--- src/rtl/store_pkg.sv ---
// Shared types for the buffered store controller: store kinds, drain FSM states
// and the queued-entry layout.
package store_pkg;

  // Queued word addresses are kept at this fixed width so AW can stay a module parameter.
  localparam int SQ_AW_MAX = 64;

  typedef enum logic [1:0] {
    ST_SB = 2'b00,
    ST_SH = 2'b01,
    ST_SW = 2'b10
  } st_type_e;

  typedef enum logic {
    IDLE = 1'b0,
    REQ  = 1'b1
  } sq_state_e;

  typedef struct packed {
    logic [SQ_AW_MAX-1:0] addr;
    logic [31:0]          wdata;
    logic [3:0]           be;
  } sq_entry_t;

  function automatic logic [3:0] byte_be(input logic [1:0] lane);
    return 4'b0001 << lane;
  endfunction

endpackage

--- src/rtl/st_lane_fmt.sv ---
// RV32 store lane formatter: replicates rs2 data across lanes, builds byte
// enables and flags misaligned or unknown store types.
module st_lane_fmt
  import store_pkg::*;
(
  input  logic [1:0]  st_type,
  input  logic [1:0]  addr_lo,
  input  logic [31:0] data,
  output logic [31:0] wdata,
  output logic [3:0]  be,
  output logic        misalign
);

  always_comb begin
    wdata    = '0;
    be       = '0;
    misalign = 1'b0;
    case (st_type)
      ST_SB: begin
        wdata = {4{data[7:0]}};
        be    = byte_be(addr_lo);
      end
      ST_SH: begin
        wdata    = {2{data[15:0]}};
        be       = addr_lo[1] ? 4'b1100 : 4'b0011;
        misalign = addr_lo[0];
      end
      ST_SW: begin
        wdata    = data;
        be       = 4'b1111;
        misalign = (addr_lo != 2'b00);
      end
      default: misalign = 1'b1;
    endcase
  end

endmodule

--- src/rtl/store_queue_ctrl.sv ---
// Buffered store controller: formats and queues legal stores, drains them in
// order over mem_req/mem_gnt. Optional load-hazard compare: STORE_FWD_HAZARD_EN.
//
// state | meaning
// IDLE  | no request outstanding; launches when the queue holds an entry
// REQ   | head entry presented on mem_*, held until mem_gnt
module store_queue_ctrl
  import store_pkg::*;
#(
  parameter int DEPTH = 4,
  parameter int AW    = 32
) (
  input  logic          clk,
  input  logic          rst,
  input  logic          st_valid,
  output logic          st_ready,
  input  logic [1:0]    st_type,
  input  logic [AW-1:0] st_addr,
  input  logic [31:0]   st_data,
  output logic          mem_req,
  output logic [AW-1:0] mem_addr,
  output logic [31:0]   mem_wdata,
  output logic [3:0]    mem_be,
  input  logic          mem_gnt,
  input  logic          drain,
  output logic          empty,
  output logic          misalign_err,
  output logic [AW-1:0] err_addr,
  input  logic [AW-1:0] ld_addr,
  output logic          ld_hazard
);

  localparam int PW = $clog2(DEPTH);
  localparam int CW = $clog2(DEPTH + 1);
  localparam logic [CW-1:0] DEPTH_C = CW'(DEPTH);

  sq_state_e     state;
  sq_entry_t     fifo_mem [DEPTH];
  logic [PW-1:0] wr_ptr, rd_ptr, rd_ptr_next;
  logic [CW-1:0] count, count_nxt;
  logic          full_q;

  logic [31:0]   fmt_wdata;
  logic [3:0]    fmt_be;
  logic          fmt_misalign;
  logic          take, push, reject, pop;
  sq_entry_t     new_entry, head_entry, next_entry;

  st_lane_fmt u_fmt (
    .st_type  (st_type),
    .addr_lo  (st_addr[1:0]),
    .data     (st_data),
    .wdata    (fmt_wdata),
    .be       (fmt_be),
    .misalign (fmt_misalign)
  );

  // full_q comes from the registered count, so a pop this cycle cannot free a slot for a same-cycle push.
  assign st_ready = !full_q && !drain;
  assign empty    = (count == '0) && (state == IDLE);

  assign take   = st_valid && st_ready;
  assign push   = take && !fmt_misalign;
  assign reject = take && fmt_misalign;
  assign pop    = (state == REQ) && mem_gnt;

  assign new_entry.addr  = SQ_AW_MAX'(st_addr[AW-1:2]);
  assign new_entry.wdata = fmt_wdata;
  assign new_entry.be    = fmt_be;

  assign rd_ptr_next = rd_ptr + PW'(1);
  assign head_entry  = fifo_mem[rd_ptr];
  assign next_entry  = fifo_mem[rd_ptr_next];

  always_comb begin
    count_nxt = count;
    case ({push, pop})
      2'b10:   count_nxt = count + CW'(1);
      2'b01:   count_nxt = count - CW'(1);
      default: count_nxt = count;
    endcase
  end

  always_ff @(posedge clk) begin
    if (push) fifo_mem[wr_ptr] <= new_entry;
  end

  always_ff @(posedge clk or posedge rst) begin
    if (rst) begin
      wr_ptr       <= '0;
      rd_ptr       <= '0;
      count        <= '0;
      full_q       <= 1'b0;
      misalign_err <= 1'b0;
      err_addr     <= '0;
      state        <= IDLE;
      mem_req      <= 1'b0;
      mem_addr     <= '0;
      mem_wdata    <= '0;
      mem_be       <= '0;
    end else begin
      if (push) wr_ptr <= wr_ptr + PW'(1);
      if (pop)  rd_ptr <= rd_ptr_next;
      count        <= count_nxt;
      full_q       <= (count_nxt == DEPTH_C);
      misalign_err <= reject;
      if (reject) err_addr <= st_addr;

      case (state)
        IDLE: begin
          if (count != '0) begin
            state     <= REQ;
            mem_req   <= 1'b1;
            mem_addr  <= {head_entry.addr[AW-3:0], 2'b00};
            mem_wdata <= head_entry.wdata;
            mem_be    <= head_entry.be;
          end
        end
        REQ: begin
          if (mem_gnt) begin
            // Back-to-back drain: present the following entry with no idle cycle.
            if (count > CW'(1)) begin
              mem_addr  <= {next_entry.addr[AW-3:0], 2'b00};
              mem_wdata <= next_entry.wdata;
              mem_be    <= next_entry.be;
            end else begin
              state   <= IDLE;
              mem_req <= 1'b0;
            end
          end
        end
        default: begin
          state   <= IDLE;
          mem_req <= 1'b0;
        end
      endcase
    end
  end

  logic unused_hi;
  assign unused_hi = ^{head_entry.addr[SQ_AW_MAX-1:AW-2], next_entry.addr[SQ_AW_MAX-1:AW-2]};

`ifdef STORE_FWD_HAZARD_EN
  logic [PW-1:0] slot_off [DEPTH];
  logic [DEPTH-1:0] slot_hit;

  for (genvar g = 0; g < DEPTH; g++) begin : g_hz
    assign slot_off[g] = PW'(g) - rd_ptr;
    assign slot_hit[g] = (CW'(slot_off[g]) < count)
                      && (fifo_mem[g].addr == SQ_AW_MAX'(ld_addr[AW-1:2]))
                      && (fifo_mem[g].be != 4'b0000);
  end

  assign ld_hazard = |slot_hit;

  logic unused_ld_lo;
  assign unused_ld_lo = ^ld_addr[1:0];
`else
  assign ld_hazard = 1'b0;

  logic unused_ld;
  assign unused_ld = ^ld_addr;
`endif

endmodule

--- config.mk ---
export PLATFORM = sky130hd
export DESIGN_NAME = store_queue_ctrl
export DESIGN_NICKNAME = d
export VERILOG_FILES = /design/src/rtl/store_pkg.sv /design/src/rtl/st_lane_fmt.sv /design/src/rtl/store_queue_ctrl.sv
export SDC_FILE = /design/constraint.sdc
export NUM_CORES = 1
export LEC_CHECK = 0
export BUFFER_PORTS_ARGS = -buffer_cell sky130_fd_sc_hd__buf_4
export CAP_MARGIN = 20
export CORE_UTILIZATION = 24
export CTS_BUF_LIST = sky130_fd_sc_hd__clkbuf_4 sky130_fd_sc_hd__clkbuf_8
export DETAILED_ROUTE_END_ITERATION = 16
export GPL_ROUTABILITY_DRIVEN = 0
export PLACE_DENSITY_LB_ADDON = 0.15
export SLEW_MARGIN = 10
export SYNTH_ARGS = -nofsm -noshare
export SYNTH_HDL_FRONTEND = slang
export SYNTH_SLANG_ARGS = --single-unit
--- constraint.sdc ---
create_clock -name clk -period 3.52 [get_ports clk]
set_input_delay 0.528 -clock clk [delete_from_list [all_inputs] [get_ports clk]]
set_output_delay 0.528 -clock clk [all_outputs]
set_load 0.05 [all_outputs]
==> run metrics, run 1 <==
post-route fraction of the period consumed by the critical path=76.1%; mean instance size in the synthesized netlist=14.0 um2; library cell used as clock root buffer=sky130_fd_sc_hd__clkbuf_8; final-report hold violation count=0; required time worst endpoint=4090 ps; pin count of the biggest net entering global routing=85; clock tree from TritonCTS=built; arrival time worst endpoint=3250 ps; DIE AREA=0.0698 mm2; vias after detailed routing=11232; outcome=completed; setup repair bufs after CTS=0; transition at the pin with the smallest max-transition slack=~1100 ps; count of antenna-violating nets left after detailed routing=0; Worst setup SP type=flip-flop; H-tree level count=3; via/cell ratio=4.93; Max-slew headroom=29.5%; number of antenna violations at the first check in global routing=2; number of distinct library cell variants in the gate-level netlist after synthesis=33; ratio of total power to cell area=~940 mW/mm2; CP endpoint kind=flip-flop; part of the Yosys area used for sequential elements=64.5%; area growth from synthesis to final layout=22.9%; Core Box Area=0.0676 mm2; FP Rows=95; Maximum Capacitance Violations=0; Detail Placement HPWL=27.9 mm; post-synthesis instance area=0.0165 mm2; Die H=264 um; Worst VDD drop=~0.64 mV; Total Routed Length=51.1 mm; number of global-route vias before repair=roughly 12000; area used by multi-input combinational logic=0.00535 mm2; worst slack on hold paths=slightly below 80 ps; timing-limited maximum frequency=373 MHz; unrepaired setup endpoints after global routing=false; pre-CTS setup slack=around 600 ps; layout cell share with drive strength beyond 1=36.1%; IO Port Bufs=172; type of the setup path with the least slack=flip-flop to flip-flop; setup slack of the critical path after layout=841 ps; # clock sinks=373; number of buffers added by the clock tree synthesis step=73; initial cell density of the core=between 20% and 30%; clk slew on worst S/H paths=about 60 ps; layout net count=1458; worst clock skew=32.0 ps; maximum number of buffers from clock root to sink=3; fill cell total of the finished layout=~6800; final setup fails=0; class of the most critical hold timing path=primary input to flip-flop; cells traversed along the worst timing path=or2_4 > buf_4 > o22ai_1 > a21oi_1 > a22o_1; register bit count reported by yosys=373; number of slew-limit violations in the final report=0; crit path time final=between 2000 and 3000 ps; DRC viols=0; P_leak=7.45 nW; average wire length per cell after detail routing=22.4 um; initial DRC count=between 600 and 700; Initial DRT Pass Iterations=5; Max stage delay on crit path=820 ps; number of ports placed on the die boundary=roughly 210; crit-path max FO=37; GRT Util Overall=14.6%; insertion delay to the later sink of the worst-skew pair=660 ps; YS warnings=0; Post-Syn Instances=1181; sequential cell area=0.0107 mm2; width of the die=between 200 and 300 um; total congestion overflow after global routing=0; setup total negative slack=0 ps; cell with the largest stage delay on the worst path=sky130_fd_sc_hd__dfrtp_4; global-route wire length before repair=about 76 mm
flip-flops by register name (all words and copies together) (netlist names), 2 cells and up:
register   flops
fifo_mem     264
mem_be         4
rd_ptr         2
wr_ptr         2
mem_addr      30
err_addr      32
count          3
mem_wdata     32
synthesized netlist by cell type:
library cell / n / share of area (%)
sky130_fd_sc_hd__a21o_1: 17 / 0.77
sky130_fd_sc_hd__mux2i_1: 12 / 0.73
sky130_fd_sc_hd__inv_1: 17 / 0.39
sky130_fd_sc_hd__buf_2: 39 / 1.2
sky130_fd_sc_hd__dfrtp_1: 109 / 17
sky130_fd_sc_hd__nor3_1: 1 / 0.030
sky130_fd_sc_hd__or2_2: 1 / 0.038
sky130_fd_sc_hd__buf_1: 15 / 0.34
sky130_fd_sc_hd__nor3b_1: 1 / 0.045
sky130_fd_sc_hd__edfxtp_1: 264 / 48
sky130_fd_sc_hd__xnor2_1: 3 / 0.16
sky130_fd_sc_hd__nor2_2: 1 / 0.038
sky130_fd_sc_hd__a221o_1: 1 / 0.061
sky130_fd_sc_hd__a21oi_1: 82 / 2.5
sky130_fd_sc_hd__and2_1: 6 / 0.23
sky130_fd_sc_hd__or2_1: 1 / 0.038
sky130_fd_sc_hd__ha_1: 10 / 0.76
sky130_fd_sc_hd__a22o_1: 66 / 3.5
sky130_fd_sc_hd__mux2_2: 165 / 11
sky130_fd_sc_hd__nor2_1: 13 / 0.30
sky130_fd_sc_hd__nor2b_1: 2 / 0.076
sky130_fd_sc_hd__clkbuf_1: 48 / 1.1
sky130_fd_sc_hd__nand2b_1: 2 / 0.076
sky130_fd_sc_hd__nand2_1: 16 / 0.36
sky130_fd_sc_hd__conb_1: 1 / 0.023
sky130_fd_sc_hd__o21ai_0: 77 / 2.3
sky130_fd_sc_hd__nor3_2: 1 / 0.061
sky130_fd_sc_hd__buf_4: 8 / 0.36
sky130_fd_sc_hd__o22ai_1: 132 / 5.0
sky130_fd_sc_hd__a311o_1: 1 / 0.061
sky130_fd_sc_hd__o221ai_1: 66 / 3.5
sky130_fd_sc_hd__nor3b_2: 1 / 0.076
sky130_fd_sc_hd__o21bai_1: 2 / 0.091
per-stage QoR:
step | std cells | instance area (um2) | utilization [%] | power, mW
after floorplan | 1183 | 16500 | - | 12.1
after global placement | 2142 | 18800 | 27.7 | 14.7
after detailed placement | 2142 | 18800 | 27.7 | 14.7
after CTS | 2278 | 20300 | 30.0 | 19.4
after global routing | 2279 | 20300 | 30.0 | 20.2
final | 2279 | 20300 | 30.0 | 19.1
layout by cell type, fill, tap and decap left out, types with 2 or more instances in the layout:
| cell | synthesis | final |
|---|---|---|
| sky130_fd_sc_hd__clkinv_2 | 0 | 5 |
| sky130_fd_sc_hd__o22ai_1 | 132 | 132 |
| sky130_fd_sc_hd__o221ai_1 | 66 | 66 |
| sky130_fd_sc_hd__and2_1 | 6 | 2 |
| sky130_fd_sc_hd__nand2_1 | 16 | 14 |
| sky130_fd_sc_hd__o21ai_0 | 77 | 77 |
| sky130_fd_sc_hd__xnor2_1 | 3 | 3 |
| sky130_fd_sc_hd__nor2_1 | 13 | 13 |
| sky130_fd_sc_hd__buf_4 | 8 | 188 |
| sky130_fd_sc_hd__a22o_1 | 66 | 66 |
| sky130_fd_sc_hd__buf_12 | 0 | 8 |
| sky130_fd_sc_hd__and2_4 | 0 | 4 |
| sky130_fd_sc_hd__a21oi_1 | 82 | 82 |
| sky130_fd_sc_hd__bufinv_16 | 0 | 2 |
| sky130_fd_sc_hd__ha_1 | 10 | 10 |
| sky130_fd_sc_hd__inv_6 | 0 | 2 |
| sky130_fd_sc_hd__o21bai_1 | 2 | 2 |
| sky130_fd_sc_hd__mux2_2 | 165 | 165 |
| sky130_fd_sc_hd__inv_1 | 17 | 16 |
| sky130_fd_sc_hd__conb_1 | 1 | 3 |
| sky130_fd_sc_hd__nand2_4 | 0 | 2 |
| sky130_fd_sc_hd__dfrtp_4 | 0 | 3 |
| sky130_fd_sc_hd__a21o_1 | 17 | 17 |
| sky130_fd_sc_hd__clkbuf_4 | 0 | 34 |
| sky130_fd_sc_hd__clkbuf_8 | 0 | 81 |
| sky130_fd_sc_hd__clkinvlp_4 | 0 | 4 |
| sky130_fd_sc_hd__edfxtp_1 | 264 | 264 |
| sky130_fd_sc_hd__clkinv_1 | 0 | 7 |
| sky130_fd_sc_hd__dfrtp_1 | 109 | 106 |
| sky130_fd_sc_hd__mux2i_1 | 12 | 12 |
layer usage:
| layer | routed length, um | part of all wire (%) | track usage (%) | up-vias |
|---|---|---|---|---|
| li1 | - | - | - | 5088 |
| met1 | 22300 | 44 | 18.3 | 5792 |
| met2 | 25000 | 49 | 24.5 | 265 |
| met3 | 2650 | 5.2 | 3.25 | 85 |
| met4 | 1180 | 2.3 | 5.63 | 2 |
| met5 | 13 | 0.025 | 0 | - |
kinds of logic after synthesis:
group | Yosys count | synth area share [%]
simple gates | 46 | 1.36
fa+ha+maj | 10 | 0.758
other cells | 1 | 0.0227
mux | 177 | 12.0
xor+xnor | 3 | 0.159
buf+inv | 127 | 3.36
flops | 373 | 64.5
compound gates | 444 | 17.8
final timing paths:
check | start | end | slack [ps] | depth (start not counted)
worst max-delay path | state | mem_addr[23] | 840 | 5
worst min-delay path | st_addr[15] | fifo_mem[3][49] | 80 | 1
worst max register to register | state | mem_addr[23] | 840 | 5
worst min register to register | mem_req | mem_req | 490 | 1
max in group asynchronous | rst | mem_addr[23] | 2250 | 4
min in group asynchronous | rst | err_addr[5] | 490 | 3
critical path, delay by kind of cell (launching register included):
kind | cells | cell delay [ps]
flip-flops | 1 | 820
AO/OA/AOI/OAI | 3 | 520
AND/OR/NAND/NOR | 1 | 610
buffers and inverters | 1 | 610
cell type report:
class                      instances  share of cell area (%)
clock buffer                     115                    6.75
antenna                            1                  0.0123
sequential                       373                    52.6
timing repair buffer             197                    7.79
inverter                          17                   0.339
clock inverter                    20                   0.795
multi-input combinational        683                    26.4
tap                              873                    5.38
where the power goes:
group          leakage, nW  switching, mW  internal, mW  total, mW
Combinational         2.92           5.41          2.96       8.37
Sequential            3.72          0.665          5.53       6.19
Clock                0.809           1.93          2.62       4.55
what timing repair did:
action | CTS | global route
hold buffers | 1 | 0
hold endpoints to repair | 43 | 0
resized for setup | 0 | 0
Note: power is estimated with default switching activity, not from simulation.
==> run 2, diff against run 1 <==
ABC_AREA = 1   (was not set)
clock period = 2.2 ns   (was 3.52 ns; I/O delays follow)
==> run 2 against run 1 <==
Effect of this change: sequential share of layout area shrank 6.0 points; count of clock-buffer cells in the layout shrank 6; register-to-register slack lost 630 ps; core utilization grew 0.18 points; area after synthesis grew 11%; critical endpoint is now empty; highest routed layer is now met4.
==> run metrics, run 2 <==
final setup fails=0 (unchanged); EDFF count, synth=264 (unchanged); DIE AREA=0.0776 mm2 (+11%); GR Layer Usage met2=24.2% (-0.35 points); worst slack on hold paths=112 ps (+32.3 ps); layout cell share with drive strength beyond 1=15.5% (-21 points); insertion delay to the later sink of the worst-skew pair=630 ps (-30 ps); layout net count=2525 (+73%); number of slew-limit violations in the final report=0 (unchanged); cell depth of the worst hold path=3 (+2); instance count after placement with tap cells included=3279 (+53%); share of the core filled with cells=30.2% (+0.18 points); Detail Placement HPWL=34.9 mm (+25%); count of antenna-violating nets left after detailed routing=0 (unchanged); Top FF cell, synth=sky130_fd_sc_hd__edfxtp_1; r2r worst-path depth=7 (+2); unrepaired setup endpoints after global routing=false; CP endpoint kind=output pin; GRT Util Overall=15.1% (+0.48 points); crit-path max FO=6 (-84%); Core Box Area=0.0758 mm2 (+12%); global-route wire length before repair=88.7 mm (+16%); area fraction in compound gates after synthesis=2.53% (-15 points); Maximum Capacitance Violations=0 (unchanged); maximum number of buffers from clock root to sink=3 (unchanged); vias after detailed routing=15054 (+34%); register bit count reported by yosys=373 (unchanged); number of global-route vias before repair=14937 (+26%); number of distinct library cell variants in the gate-level netlist after synthesis=28 (-15%); arrival time worst endpoint=1720 ps (-1530 ps); cell area reported after detailed placement=0.0210 mm2 (+12%); share of the synthesized area in the top cell type=43.2% (-4.8 points); width of the die=279 um (+5.4%); post-route fraction of the period consumed by the critical path=93.1%; cells taking the most area after synthesis=sky130_fd_sc_hd__edfxtp_1 (43%), sky130_fd_sc_hd__nand2_1 (17%), sky130_fd_sc_hd__dfrtp_1 (15%), sky130_fd_sc_hd__nand3_1 (8.5%), sky130_fd_sc_hd__inv_1 (5.4%); timing-limited maximum frequency=488 MHz; Post-Syn Instances=2196 (+86%); library cell used as clock root buffer=sky130_fd_sc_hd__clkbuf_8; H-tree level count=3 (unchanged); YS warnings=0 (unchanged); number of ports placed on the die boundary=208 (unchanged); Synth top cells by count=sky130_fd_sc_hd__nand2_1 (846), sky130_fd_sc_hd__nand3_1 (313), sky130_fd_sc_hd__edfxtp_1 (264), sky130_fd_sc_hd__inv_1 (264), sky130_fd_sc_hd__nor2_1 (157); via/cell ratio=4.36 (-12%); average wire length per cell after detail routing=16.8 um (-25%); # clock sinks=373 (unchanged); most frequent cell after synthesis=sky130_fd_sc_hd__nand2_1; Reg with most FFs=fifo_mem; FP Rows=101 (+6.3%); DRC viols=0 (unchanged); mux share of post-synthesis cell area=0% (-12 points); Max-slew headroom=45.3% (+16 points); global routing met1 resource utilization=20.3% (+2.0 points); initial DRC count=954 (+57%); outcome=completed; class of the most critical hold timing path=primary input to flip-flop; Total Routed Length=58.1 mm (+14%); dominant combinational cell family by area after synthesis=simple AND/OR/NAND/NOR gates; post-synthesis instance area=0.0184 mm2 (+11%); number of antenna violations at the first check in global routing=2 (unchanged); area growth from synthesis to final layout=24.7%; initial cell density of the core=24.2% (-0.21 points); global routing met3 resource utilization=2.63% (-0.63 points); Worst VDD drop=1.11 mV (+72%); setup total negative slack=0 ps (unchanged); clk slew on worst S/H paths=60 ps (about the same); required time worst endpoint=1870 ps (-2220 ps); share of flip-flops with an asynchronous set or reset after synthesis=29.2% (unchanged); part of the Yosys area used for sequential elements=58.1% (-6.5 points); transition at the pin with the smallest max-transition slack=811 ps (-247 ps); pin count of the biggest net entering global routing=94 (+11%); cell taking the most area after synthesis=sky130_fd_sc_hd__edfxtp_1; leading cell types in the layout, fill and taps excluded=sky130_fd_sc_hd__nand2_1 (845), sky130_fd_sc_hd__nand3_1 (313), sky130_fd_sc_hd__edfxtp_1 (264); Final Instance Area=0.0229 mm2 (+13%); Finished Layout Cells=3452 (+51%); Initial DRT Pass Iterations=8 (+3); type of the setup path with the least slack=flip-flop to output pin; P_leak=10.7 nW (+44%); crit path time final=2050 ps; worst clock skew=25.3 ps (-6.74 ps); most utilized layer in the global route result=met2; IO Port Bufs=172 (unchanged); mean instance size in the synthesized netlist=8.36 um2 (-40%); most common cell after layout, fill and taps aside=sky130_fd_sc_hd__nand2_1; simple-gate portion of the synthesized area=29.4% (+28 points); total congestion overflow after global routing=0 (unchanged); XOR/XNOR share of the synthesized area=0.0954% (-0.064 points); clock tree from TritonCTS=built; largest registers=fifo_mem: 264 flops, err_addr: 32 flops, mem_wdata: 32 flops; setup repair bufs after CTS=0 (unchanged); number of buffers added by the clock tree synthesis step=75 (+2.7%); Die H=279 um (+5.4%); Worst setup SP type=flip-flop; adder and majority cell fraction of the synthesized area=0.682% (-0.076 points); max reg flops=264 (unchanged); final-report hold violation count=0 (unchanged); ratio of total power to cell area=1420 mW/mm2 (+51%)
run 2: cell types whose count changed after synthesis, moves of 23 or more:
cell,previous run,this run
sky130_fd_sc_hd__buf_2,39,82
sky130_fd_sc_hd__mux2_2,165,0
sky130_fd_sc_hd__nand2_1,16,846
sky130_fd_sc_hd__o221ai_1,66,0
sky130_fd_sc_hd__o21ai_0,77,54
sky130_fd_sc_hd__nor2_1,13,157
sky130_fd_sc_hd__a22o_1,66,0
sky130_fd_sc_hd__clkbuf_1,48,18
sky130_fd_sc_hd__a21oi_1,82,33
sky130_fd_sc_hd__nand3_1,0,313
sky130_fd_sc_hd__o22ai_1,132,0
sky130_fd_sc_hd__inv_1,17,264
run 2: final cells by class:
type	count	area (um2)
Antenna cell	3	7.51
Clock buffer	109	1340
Clock inverter	27	179
Fill cell	7918	52900
Inverter	271	1030
Multi-Input combinational cell	1431	6090
Sequential cell	373	10700
Tap cell	978	1220
Timing Repair Buffer	260	2360
run 2: stage by stage:
| step | power (mW) | setup slack, ps |
|---|---|---|
| CTS | 33.2 | 8.99 |
| finish | 32.6 | 153 |
| global route | 35.0 | 32.3 |
| global placement | 25.4 | 114 |
| floorplan | 20.4 | -279 |
| detailed placement | 25.6 | 69.1 |
run 2: critical path, cell delays in order, from the launching register on:
cell                      delay, ps
sky130_fd_sc_hd__dfrtp_1        430
sky130_fd_sc_hd__inv_1          100
sky130_fd_sc_hd__ha_1           140
sky130_fd_sc_hd__nand2_1         70
sky130_fd_sc_hd__nor2_2         140
sky130_fd_sc_hd__buf_6          190
run 2: repair_timing:
action / in CTS / in global routing
endpoints found under the hold margin: 263 / 0
hold buffers: 34 / 0
endpoints found under the setup margin: 1 / 67
resized for setup: 1 / 3
run 2: kinds of logic after synthesis:
group	after synthesis
other	1
DFF	373
and+or+nand+nor	1325
AOI/OAI and AO/OA	91
xor gates and xnor gates	2
adders and majority gates	10
buffers and inverters	394
run 2: per-layer routing:
metal	wire [um]	part of all wire, %
met5	0	0
met4	1470	2.5
met3	2620	4.5
met2	26600	46
met1	27400	47
run 2: worst paths after layout:
check                               from               to  slack (ps)
min reg2reg                mem_wdata[29]    mem_wdata[29]         480
max in group asynchronous            rst     mem_wdata[1]        1440
min                          st_data[27]  fifo_mem[0][31]         110
max                             count[0]            empty         150
min in group asynchronous            rst     err_addr[28]         380
max reg2reg                       full_q  fifo_mem[3][47]         210
run 2: report_power, final:
part	internal (mW)	switching, mW	total, mW
Combinational	4.60	11.1	15.7
Sequential	8.79	0.766	9.55
Clock	4.14	3.14	7.28
Total	17.5	15.0	32.6
==> run 3, diff against run 2 <==
==> constraint.sdc (replaced) <==
create_clock -name clk -period 2.2 [get_ports clk]
set_input_delay 0.22 -clock clk [delete_from_list [all_inputs] [get_ports clk]]
set_output_delay 0.22 -clock clk [all_outputs]
set_load 0.05 [all_outputs]
==> run 3 against run 2 <==
Effect of this change: design area about the same; register-to-register slack about the same; largest cell class unchanged; final cell count increased by 0.12%; routed wire length increased by 1.0%; highest routed layer unchanged.
==> run metrics, run 3 (synthesis results as in run 2) <==
Reg power frac=29.2% (about the same); layout net count=2527 (+0.079%); area growth from synthesis to final layout=24.7% (about the same); Total Routed Length=58.7 mm (+1.0%); final-report hold violation count=0 (unchanged); Core Box Area=0.0758 mm2 (unchanged); share of the core filled with cells=30.2% (about the same); clk slew on worst S/H paths=60 ps (about the same); IO Port Bufs=172 (unchanged); Detail Placement HPWL=34.3 mm (-1.7%); # clock sinks=373 (unchanged); maximum number of buffers from clock root to sink=3 (unchanged); arrival time worst endpoint=1830 ps (+110 ps); Finished Layout Cells=3456 (+0.12%); Final Instance Area=0.0229 mm2 (about the same); number of ports placed on the die boundary=208 (unchanged); average wire length per cell after detail routing=17.0 um (+0.92%); required time worst endpoint=1980 ps (+110 ps); post-route fraction of the period consumed by the critical path=93.1% (about the same); P_leak=10.7 nW (-0.12%); via/cell ratio=4.38 (+0.47%); count of antenna-violating nets left after detailed routing=0 (unchanged); Net Switching=15.1 mW (+0.53%); cell area reported after detailed placement=0.0209 mm2 (-0.41%); crit-path max FO=6 (unchanged); fill cell total of the finished layout=7928 (+0.13%); Initial DRT Pass Iterations=6 (-2); width of the die=279 um (unchanged); Worst VDD drop=0.967 mV (-13%); Reg with most FFs=fifo_mem; unrepaired setup endpoints after global routing=false; CP endpoint kind=output pin; r2r worst-path depth=10 (+3); global routing met1 resource utilization=20.2% (-0.044 points); outcome=completed; internal power contribution=17.5 mW (-0.38%); layout cell share with drive strength beyond 1=15.1% (-0.39 points); vias after detailed routing=15142 (+0.58%); total congestion overflow after global routing=0 (unchanged); class of the most critical hold timing path=primary input to flip-flop; DRC viols=0 (unchanged); type of the setup path with the least slack=flip-flop to output pin; most utilized layer in the global route result=met2; library cell used as clock root buffer=sky130_fd_sc_hd__clkbuf_8; initial cell density of the core=24.2% (unchanged); worst clock skew=30.2 ps (+4.98 ps); final setup fails=0 (unchanged); GRT Util Overall=15.2% (+0.062 points); FP Rows=101 (unchanged); clock tree from TritonCTS=built; global-route wire length before repair=89.2 mm (+0.58%); largest registers=fifo_mem: 264 flops, err_addr: 32 flops, mem_wdata: 32 flops; timing-limited maximum frequency=488 MHz (about the same); cell depth of the worst hold path=3 (unchanged); clock network fraction of design power=22.1% (-0.2 points); setup total negative slack=0 ps (unchanged); transition at the pin with the smallest max-transition slack=919 ps (+107 ps); r2r setup slk=200 ps (about the same); number of slew-limit violations in the final report=0 (unchanged); number of antenna violations at the first check in global routing=3 (+1); instance count after placement with tap cells included=3271 (-0.24%); pin count of the biggest net entering global routing=131 (+39%); most common cell after layout, fill and taps aside=sky130_fd_sc_hd__nand2_1; GR Layer Usage met2=24.5% (+0.37 points); max reg flops=264 (unchanged); number of buffers added by the clock tree synthesis step=75 (unchanged); switching share of total power=46.4% (+0.23 points); crit path time final=2050 ps (+1.42 ps); H-tree level count=3 (unchanged); Die H=279 um (unchanged); DIE AREA=0.0776 mm2 (unchanged); Maximum Capacitance Violations=0 (unchanged); insertion delay to the later sink of the worst-skew pair=660 ps (+30 ps); Worst setup SP type=flip-flop; Max-slew headroom=38.1% (-7.2 points); ratio of total power to cell area=1420 mW/mm2 (about the same); leading cell types in the layout, fill and taps excluded=sky130_fd_sc_hd__nand2_1 (845), sky130_fd_sc_hd__nand3_1 (313), sky130_fd_sc_hd__edfxtp_1 (264); combinational share of power=48.6% (+0.3 points); global routing met3 resource utilization=2.89% (+0.26 points); initial DRC count=785 (-18%); number of global-route vias before repair=14974 (+0.25%)
-- run 3: path summary, 6_finish.rpt --
path / start / to
min: st_data[1] / fifo_mem[3][5]
min reg2reg: mem_wdata[27] / mem_wdata[27]
max in group asynchronous: rst / rd_ptr[0]
min in group asynchronous: rst / mem_wdata[11]
max: count[0] / empty
max reg2reg: count[0] / mem_addr[27]
-- run 3: worst max-delay path: stages, from the launching register on --
cell                      delay (ps)
sky130_fd_sc_hd__dfrtp_1         430
sky130_fd_sc_hd__inv_1           100
sky130_fd_sc_hd__ha_1            140
sky130_fd_sc_hd__nand2_1         120
sky130_fd_sc_hd__nor2_4          160
sky130_fd_sc_hd__buf_4           220
-- run 3: what timing repair did --
item	CTS	global route
setup endpoints to repair	1	1
endpoints found under the hold margin	284	0
resized for setup	1	1
hold buffers	44	0
buffers inserted	0	0
-- run 3: cell type report --
| cell class | instances | area, um2 | area share (%) |
|---|---|---|---|
| Antenna cell | 3 | 7.51 | 0.0328 |
| Clock buffer | 116 | 1400 | 6.10 |
| Clock inverter | 22 | 114 | 0.497 |
| Inverter | 271 | 1030 | 4.49 |
| Multi-Input combinational cell | 1431 | 6090 | 26.6 |
| Sequential cell | 373 | 10700 | 46.6 |
| Tap cell | 978 | 1220 | 5.35 |
| Timing Repair Buffer | 262 | 2360 | 10.3 |
-- run 3: per-stage QoR --
step                worst slack [ps]  total power [mW]  hold WS (ps)
floorplan                       -285              20.4           319
global placement                 148              25.5           400
detailed placement               168              25.7           406
CTS                             36.8              33.3          5.42
global route                    16.5              35.0          46.7
finish                           151              32.6          48.2
-- run 3: power by group through the flow --
stage | clock network (mW) | registers, mW | logic [mW]
global placement | 0 | 9.65 | 15.9
CTS | 7.57 | 9.55 | 16.1
finish | 7.21 | 9.53 | 15.9
detailed placement | 0 | 9.66 | 16.0
floorplan | 0 | 12.3 | 8.06
global route | 7.83 | 9.69 | 17.4
-- run 3: layer usage --
layer,vias up,wire length [um]
met2,413,26600
met5,-,0
met4,0,1300
met1,7245,27600
li1,7400,-
met3,84,3180
